File: config.mk
export PLATFORM = sky130hd
export DESIGN_NAME = pt2262_encoder_gen_flat
export DESIGN_NICKNAME = d
export VERILOG_FILES = /design/src/rtl/pt2262_encoder_gen_if.sv /design/src/rtl/pt2262_encoder_gen.sv /design/src/flat_wrapper.sv
export SDC_FILE = /design/constraint.sdc
export NUM_CORES = 1
export LEC_CHECK = 0
export ABC_CLOCK_PERIOD_IN_PS = 3560
export CAP_MARGIN = 40
export CORE_ASPECT_RATIO = 0.8
export CORE_UTILIZATION = 30
export DETAILED_ROUTE_END_ITERATION = 12
export DONT_BUFFER_PORTS = 1
export GPL_ROUTABILITY_DRIVEN = 0
export SETUP_SLACK_MARGIN = 0.5
export SYNTH_ARGS = -nofsm -noshare
export SYNTH_HDL_FRONTEND = slang
export SYNTH_SLANG_ARGS = --single-unit
File: constraint.sdc
create_clock -name clk -period 3.56 [get_ports clk]
set_clock_uncertainty 0.1 [all_clocks]
set_input_delay 0.712 -clock clk [delete_from_list [all_inputs] [get_ports clk]]
set_output_delay 0.712 -clock clk [all_outputs]
set_load 0.02 [all_outputs]
File: src/rtl/pt2262_encoder_gen_if.sv
// pt2262_encoder_gen_if: control/data bundle between a transmit controller and
// the PT2262-style encoder.
//   start   : request a transmission burst (controller -> encoder)
//   addr_01 : address level per trinary position
//   addr_f  : 1 = position floating (F), overrides addr_01
//   data    : binary data bits
//   busy    : burst in progress (encoder -> controller)
//   done    : one-cycle pulse at the end of the burst
//   sync    : high while the SYNC symbol is on the line
//   cod_o   : encoded serial output
interface pt2262_encoder_gen_if #(
  parameter int N_ADDR = 8,
  parameter int N_DATA = 4
);
  logic              start;
  logic [N_ADDR-1:0] addr_01;
  logic [N_ADDR-1:0] addr_f;
  logic [N_DATA-1:0] data;
  logic              busy;
  logic              done;
  logic              sync;
  logic              cod_o;

  modport master (
    output start, addr_01, addr_f, data,
    input  busy, done, sync, cod_o
  );

  modport slave (
    input  start, addr_01, addr_f, data,
    output busy, done, sync, cod_o
  );
endinterface

File: src/rtl/pt2262_encoder_gen.sv
// pt2262_encoder_gen: parametrised PT2262-style remote-control encoder.
// Serialises N_ADDR trinary address positions (0/1/F) and N_DATA data bits,
// then a SYNC symbol; a start sends N_REPEAT back-to-back frames.
// Ports:
//   clk   : system clock
//   reset : asynchronous, active-high reset
//   bus   : pt2262_encoder_gen_if.slave (start/addr_01/addr_f/data in,
//           busy/done/sync/cod_o out)
// Optional build macro PT2262_CONT_EN: when defined, a start held high at the
// end of the last frame re-captures the inputs and keeps transmitting frames
// without a done pulse until start is seen low at a frame end.
module pt2262_encoder_gen #(
  parameter int N_ADDR   = 8,
  parameter int N_DATA   = 4,
  parameter int CLK_DIV  = 125,
  parameter int N_REPEAT = 4
) (
  input logic                 clk,
  input logic                 reset,
  pt2262_encoder_gen_if.slave bus
);
  localparam int NB      = N_ADDR + N_DATA;
  localparam int PRE_MAX = 2 * CLK_DIV - 1;
  localparam int PW      = $clog2(2 * CLK_DIV);
  localparam int BW      = $clog2(NB);
  localparam int FW      = (N_REPEAT > 1) ? $clog2(N_REPEAT) : 1;

  typedef enum logic [1:0] {S_IDLE, S_BITS, S_SYNC, S_FINISH} state_t;

  state_t            state, state_n;
  logic [PW-1:0]     pre, pre_n;
  logic [6:0]        t, t_n, t_inc;     // tick index inside symbol (SYNC needs 0..127)
  logic [BW-1:0]     bitc, bit_n;
  logic [FW-1:0]     frm, frm_n;
  logic              busy_q, busy_n, done_q, done_n, sync_q, sync_n, cod_q, cod_n;
  logic [N_ADDR-1:0] a01_s, a01_n, af_s, af_n;
  logic [N_DATA-1:0] d_s, d_n;
  logic              tick;
  logic [NB-1:0]     f_vec, v_vec;

  // Flattened symbol table: positions 0..N_ADDR-1 are address, then data.
  assign f_vec = {{N_DATA{1'b0}}, af_s};
  assign v_vec = {d_s, a01_s};
  assign tick  = (pre == PW'(PRE_MAX));

  // Every symbol is two 16-tick halves, each starting high for 4 or 12 ticks.
  // '0' is short/short, '1' long/long, 'F' short/long.
  function automatic logic sym_level(input logic is_f, input logic val,
                                     input logic [4:0] ti);
    logic wide;
    wide = is_f ? ti[4] : val;
    return wide ? (ti[3:0] < 4'd12) : (ti[3:0] < 4'd4);
  endfunction

  always_comb begin
    state_n = state;
    pre_n   = pre;
    t_n     = t;
    bit_n   = bitc;
    frm_n   = frm;
    busy_n  = busy_q;
    done_n  = 1'b0;
    sync_n  = sync_q;
    cod_n   = cod_q;
    a01_n   = a01_s;
    af_n    = af_s;
    d_n     = d_s;
    t_inc   = t + 7'd1;
    case (state)
      S_IDLE: begin
        if (bus.start) begin
          a01_n   = bus.addr_01;
          af_n    = bus.addr_f;
          d_n     = bus.data;
          pre_n   = '0;
          t_n     = '0;
          bit_n   = '0;
          frm_n   = '0;
          busy_n  = 1'b1;
          sync_n  = 1'b0;
          cod_n   = 1'b1;          // every symbol opens with a high phase
          state_n = S_BITS;
        end
      end
      S_BITS: begin
        pre_n = tick ? '0 : pre + 1'b1;
        if (tick) begin
          if (t == 7'd31) begin
            t_n   = '0;
            cod_n = 1'b1;
            if (bitc == BW'(NB - 1)) begin
              bit_n   = '0;
              sync_n  = 1'b1;
              state_n = S_SYNC;
            end else begin
              bit_n = bitc + 1'b1;
            end
          end else begin
            t_n   = t_inc;
            cod_n = sym_level(f_vec[bitc], v_vec[bitc], t_inc[4:0]);
          end
        end
      end
      S_SYNC: begin
        pre_n = tick ? '0 : pre + 1'b1;
        if (tick) begin
          if (t == 7'd127) begin
            t_n = '0;
            if (frm != FW'(N_REPEAT - 1)) begin
              frm_n   = frm + 1'b1;
              sync_n  = 1'b0;
              cod_n   = 1'b1;
              state_n = S_BITS;
            end
`ifdef PT2262_CONT_EN
            // Continuous mode: one more frame with freshly captured inputs;
            // frm stays on the last index so the check repeats next frame.
            else if (bus.start) begin
              a01_n   = bus.addr_01;
              af_n    = bus.addr_f;
              d_n     = bus.data;
              sync_n  = 1'b0;
              cod_n   = 1'b1;
              state_n = S_BITS;
            end
`endif
            else begin
              frm_n   = '0;
              pre_n   = '0;
              busy_n  = 1'b0;
              done_n  = 1'b1;
              sync_n  = 1'b0;
              cod_n   = 1'b0;
              state_n = S_FINISH;
            end
          end else begin
            t_n   = t_inc;
            cod_n = (t_inc < 7'd4);
          end
        end
      end
      S_FINISH: state_n = S_IDLE;   // start is not sampled here
      default:  state_n = S_IDLE;
    endcase
  end

  always_ff @(posedge clk or posedge reset) begin
    if (reset) begin
      state  <= S_IDLE;
      pre    <= '0;
      t      <= '0;
      bitc   <= '0;
      frm    <= '0;
      busy_q <= 1'b0;
      done_q <= 1'b0;
      sync_q <= 1'b0;
      cod_q  <= 1'b0;
      a01_s  <= '0;
      af_s   <= '0;
      d_s    <= '0;
    end else begin
      state  <= state_n;
      pre    <= pre_n;
      t      <= t_n;
      bitc   <= bit_n;
      frm    <= frm_n;
      busy_q <= busy_n;
      done_q <= done_n;
      sync_q <= sync_n;
      cod_q  <= cod_n;
      a01_s  <= a01_n;
      af_s   <= af_n;
      d_s    <= d_n;
    end
  end

  assign bus.busy  = busy_q;
  assign bus.done  = done_q;
  assign bus.sync  = sync_q;
  assign bus.cod_o = cod_q;
endmodule

File: src/flat_wrapper.sv
// flat-port wrapper written by rule: the top's interface ports become plain ports
module pt2262_encoder_gen_flat 
#(
  parameter int N_ADDR   = 8,
  parameter int N_DATA   = 4,
  parameter int CLK_DIV  = 125,
  parameter int N_REPEAT = 4
)
  (clk, reset, bus_start, bus_addr_01, bus_addr_f, bus_data, bus_busy, bus_done, bus_sync, bus_cod_o);
  pt2262_encoder_gen_if #(.N_ADDR(N_ADDR), .N_DATA(N_DATA)) bus_i ();
  input logic clk;
  input logic reset;
  input wire logic [$bits(bus_i.start)-1:0] bus_start;
  input wire logic [$bits(bus_i.addr_01)-1:0] bus_addr_01;
  input wire logic [$bits(bus_i.addr_f)-1:0] bus_addr_f;
  input wire logic [$bits(bus_i.data)-1:0] bus_data;
  output wire logic [$bits(bus_i.busy)-1:0] bus_busy;
  output wire logic [$bits(bus_i.done)-1:0] bus_done;
  output wire logic [$bits(bus_i.sync)-1:0] bus_sync;
  output wire logic [$bits(bus_i.cod_o)-1:0] bus_cod_o;
  assign bus_i.start = bus_start;
  assign bus_i.addr_01 = bus_addr_01;
  assign bus_i.addr_f = bus_addr_f;
  assign bus_i.data = bus_data;
  assign bus_busy = bus_i.busy;
  assign bus_done = bus_i.done;
  assign bus_sync = bus_i.sync;
  assign bus_cod_o = bus_i.cod_o;
  pt2262_encoder_gen #(.N_ADDR(N_ADDR), .N_DATA(N_DATA), .CLK_DIV(CLK_DIV), .N_REPEAT(N_REPEAT)) u_core (.clk(clk), .reset(reset), .bus(bus_i));
endmodule
==> results.json <==
{
  "ys_types": 56,
  "initial_core_util": 0.311,
  "syn_nets": 280,
  "wire_per_inst_um": 14.9,
  "overflow": 0,
  "yosys.area.top_type": "dfrtp_1",
  "worstReg2RegEnd": "u_core.pre[4]$_DFFE_PP0P_",
  "core-area_um2": 8560,
  "worst_pin_slew_ns": 0.819,
  "critPathArrivalTime_ns": 2.49,
  "drt-total-wl_um": 5280,
  "cp-start-kind": "flip-flop",
  "multi_input_area_um2": 1380,
  "area_growth_pct": 6.68,
  "synth_seq_cells": 47,
  "antenna_found_initial": 0,
  "num_rows": 30,
  "hold_class": "input pin to async pin",
  "reg2reg_setup_slack_ns": 1.18,
  "grt_pass1_vias": 1777,
  "drive_above_1_share": 0.210,
  "async_flop_share": 1.00,
  "period_minus_slack_ns": 2.38,
  "avgViaCountPerCell": 5.23,
  "post_cts_buffers": 0,
  "worstSetupEndpointType": "flip-flop",
  "io_pins": 27,
  "critical_path_class": "flip-flop to flip-flop",
  "portBuffers": 0,
  "ant_nets": 0,
  "worstPathRequired_ns": 3.67,
  "maxCapViolCount": 0,
  "status": "finished, final reports clean",
  "holdBufCountCts": 0,
  "syn_area_um2": 2660,
  "nets": 274,
  "grt_start_max_net_pins": 37,
  "powerDensity_nw_per_um2": 315,
  "chipWidth_um": 107,
  "synth_area_per_cell_um2": 10.7,
  "rsz0062_at_grt": "false",
  "clockBufferDepth": 2,
  "diodes": 0,
  "netlist_instances": 248,
  "hpwl_um": 3870,
  "drtIter0Drc": 91,
  "routed-via-count": 1858,
  "clock-sinks": 47,
  "htree_levels": 2,
  "cts.clk_slew.worst_paths_ns": 0.10,
  "gr-usage-all-layers": 0.123,
  "firstDrtPassIters": 4,
  "synth_top_area_share": 0.442,
  "fmax_mhz": 420,
  "cp_max_fo": 16,
  "die_h_um": 86.2,
  "power_leakage_uw": 0.00124,
  "grt_pass1_wl_um": 8840,
  "clockRootBuffer": "clkbuf_8",
  "slew_viol_final": 0,
  "drcViolationCount": 0,
  "ys_warn_count": 0,
  "period_share": 0.668,
  "synth_edf_count": 0,
  "rr_worst_depth": 6,
  "ys.flop_type": "dfrtp_1",
  "cts_buffers": 5,
  "setup_viol": 0,
  "final.fill_count": 877,
  "seq_area_frac_synth": 0.442,
  "register_area_um2": 1180,
  "setup_tns_ns": 0,
  "ctsResizeCount": 0,
  "max_slew_margin": 0.453,
  "clkLatencyLatePin_ns": 0.31,
  "synthTopCellsByArea": "dfrtp_1 44%, mux2_2 9.3%, ha_1 4.2%",
  "hold_viol": 0,
  "r2r_start": "u_core.state[0]$_DFFE_PP0P_",
  "fin_hold_ws_ns": 0.101,
  "peakVddDrop_uv": 158,
  "cts_tree": "yes",
  "die_area_um2": 9250
}
where the power goes:
part	switching, uW	total, uW	internal (uW)	leakage (uW)
Combinational	10.5	13.3	2.78	0.000573
Clock	203	347	143	0.0000452
Sequential	0	533	533	0.000621
Total	214	893	680	0.00124
final cells by class:
cell class | count | share of cell area
well taps | 112 | 0.0494
repair buffers | 1 | 0.00705
inverters | 8 | 0.0106
clock inverters | 3 | 0.00882
clock buffers | 5 | 0.0243
multi-input cells | 179 | 0.485
flip-flops and latches | 47 | 0.414
worst max-delay path by stage:
stage	slack [ns]	end	depth (start not counted)	start
final	1.18	u_core.pre[4]$_DFFE_PP0P_	6	u_core.state[0]$_DFFE_PP0P_
after global routing	0.98	u_core.pre[5]$_DFFE_PP0P_	6	u_core.state[1]$_DFFE_PP0P_
after CTS	1.17	u_core.pre[4]$_DFFE_PP0P_	6	u_core.state[1]$_DFFE_PP0P_
after detailed placement	1.21	u_core.pre[5]$_DFFE_PP0P_	6	u_core.state[1]$_DFFE_PP0P_
after global placement	1.22	u_core.bus.sync$_DFFE_PP0P_	7	u_core.t[0]$_DFFE_PP0P_
after floorplan	1.56	u_core.bus.sync$_DFFE_PP0P_	8	u_core.t[0]$_DFFE_PP0P_
cells in the mapped netlist, types with 6 or more instances:
master	number
dfrtp_1	47
o31ai_1	7
inv_1	8
nand3_1	9
nand2_1	19
nand2b_1	6
nor2_1	10
o21ai_0	19
ha_1	9
mux2_2	22
critical path: stages, from the launching register on:
cell and delay (ns):
dfrtp_1 0.43, inv_1 0.09, ha_1 0.47, nor2_1 0.14
or3_1 0.47, or2_4 0.31, o31ai_1 0.25
registers in the layout, summed over array words and instances, names as in the netlist:
name and count:
u_core.a01_s 8, u_core.state 2, u_core.bitc 4, u_core.t 7, u_core.bus.sync 1, u_core.frm 2
u_core.bus.done 1, u_core.pre 8, u_core.af_s 8, u_core.bus.busy 1, u_core.d_s 4, u_core.bus.cod_o 1
logic make-up (layout without fill, tap and decap cells):
family / count (synthesis) / count (layout) / synth area share
compound gates: 57 / 57 / 0.144
xor+xnor: 5 / 5 / 0.0165
fa+ha+maj: 9 / 9 / 0.0423
buf+inv: 22 / 17 / 0.0400
flops: 47 / 47 / 0.442
mux: 30 / 30 / 0.147
simple gates: 78 / 78 / 0.168
routing by layer:
| metal | wire length [um] | global-route usage | vias to the layer above | part of all wire |
|---|---|---|---|---|
| met2 | 2420 | 0.185 | 20 | 0.46 |
| met5 | 0 | 0 | - | 0 |
| met4 | 76 | 0.0436 | 0 | 0.014 |
| li1 | - | - | 892 | - |
| met3 | 165 | 0.0293 | 9 | 0.031 |
| met1 | 2620 | 0.172 | 937 | 0.50 |
cell usage in the layout (no fill, tap or decap), types with 3 or more instances in the layout:
cell	instances
dfrtp_1	47
and2b_2	4
mux2i_1	3
mux2_2	22
xnor2_1	5
nor2_1	10
a22o_1	5
nand4_1	3
and2_1	3
mux4_2	5
clkbuf_8	5
nand2b_1	6
a21oi_1	5
o22ai_1	3
inv_1	7
o21ai_0	19
and3_1	3
nand3_1	9
o31ai_1	7
ha_1	9
nand2_1	19
stage by stage:
stage               instances  utilization  instance area (um2)  worst slack (ns)  power [uW]
floorplan                 248            -                 2660              1.56         552
global placement          346        0.318                 2720              1.22         556
detailed placement        347        0.321                 2740              1.21         559
CTS                       355        0.332                 2840              1.17         902
global route              355        0.332                 2840             0.978         929
finish                    355        0.332                 2840              1.18         893
No activity file was read; power rests on OpenSTA's default activity.
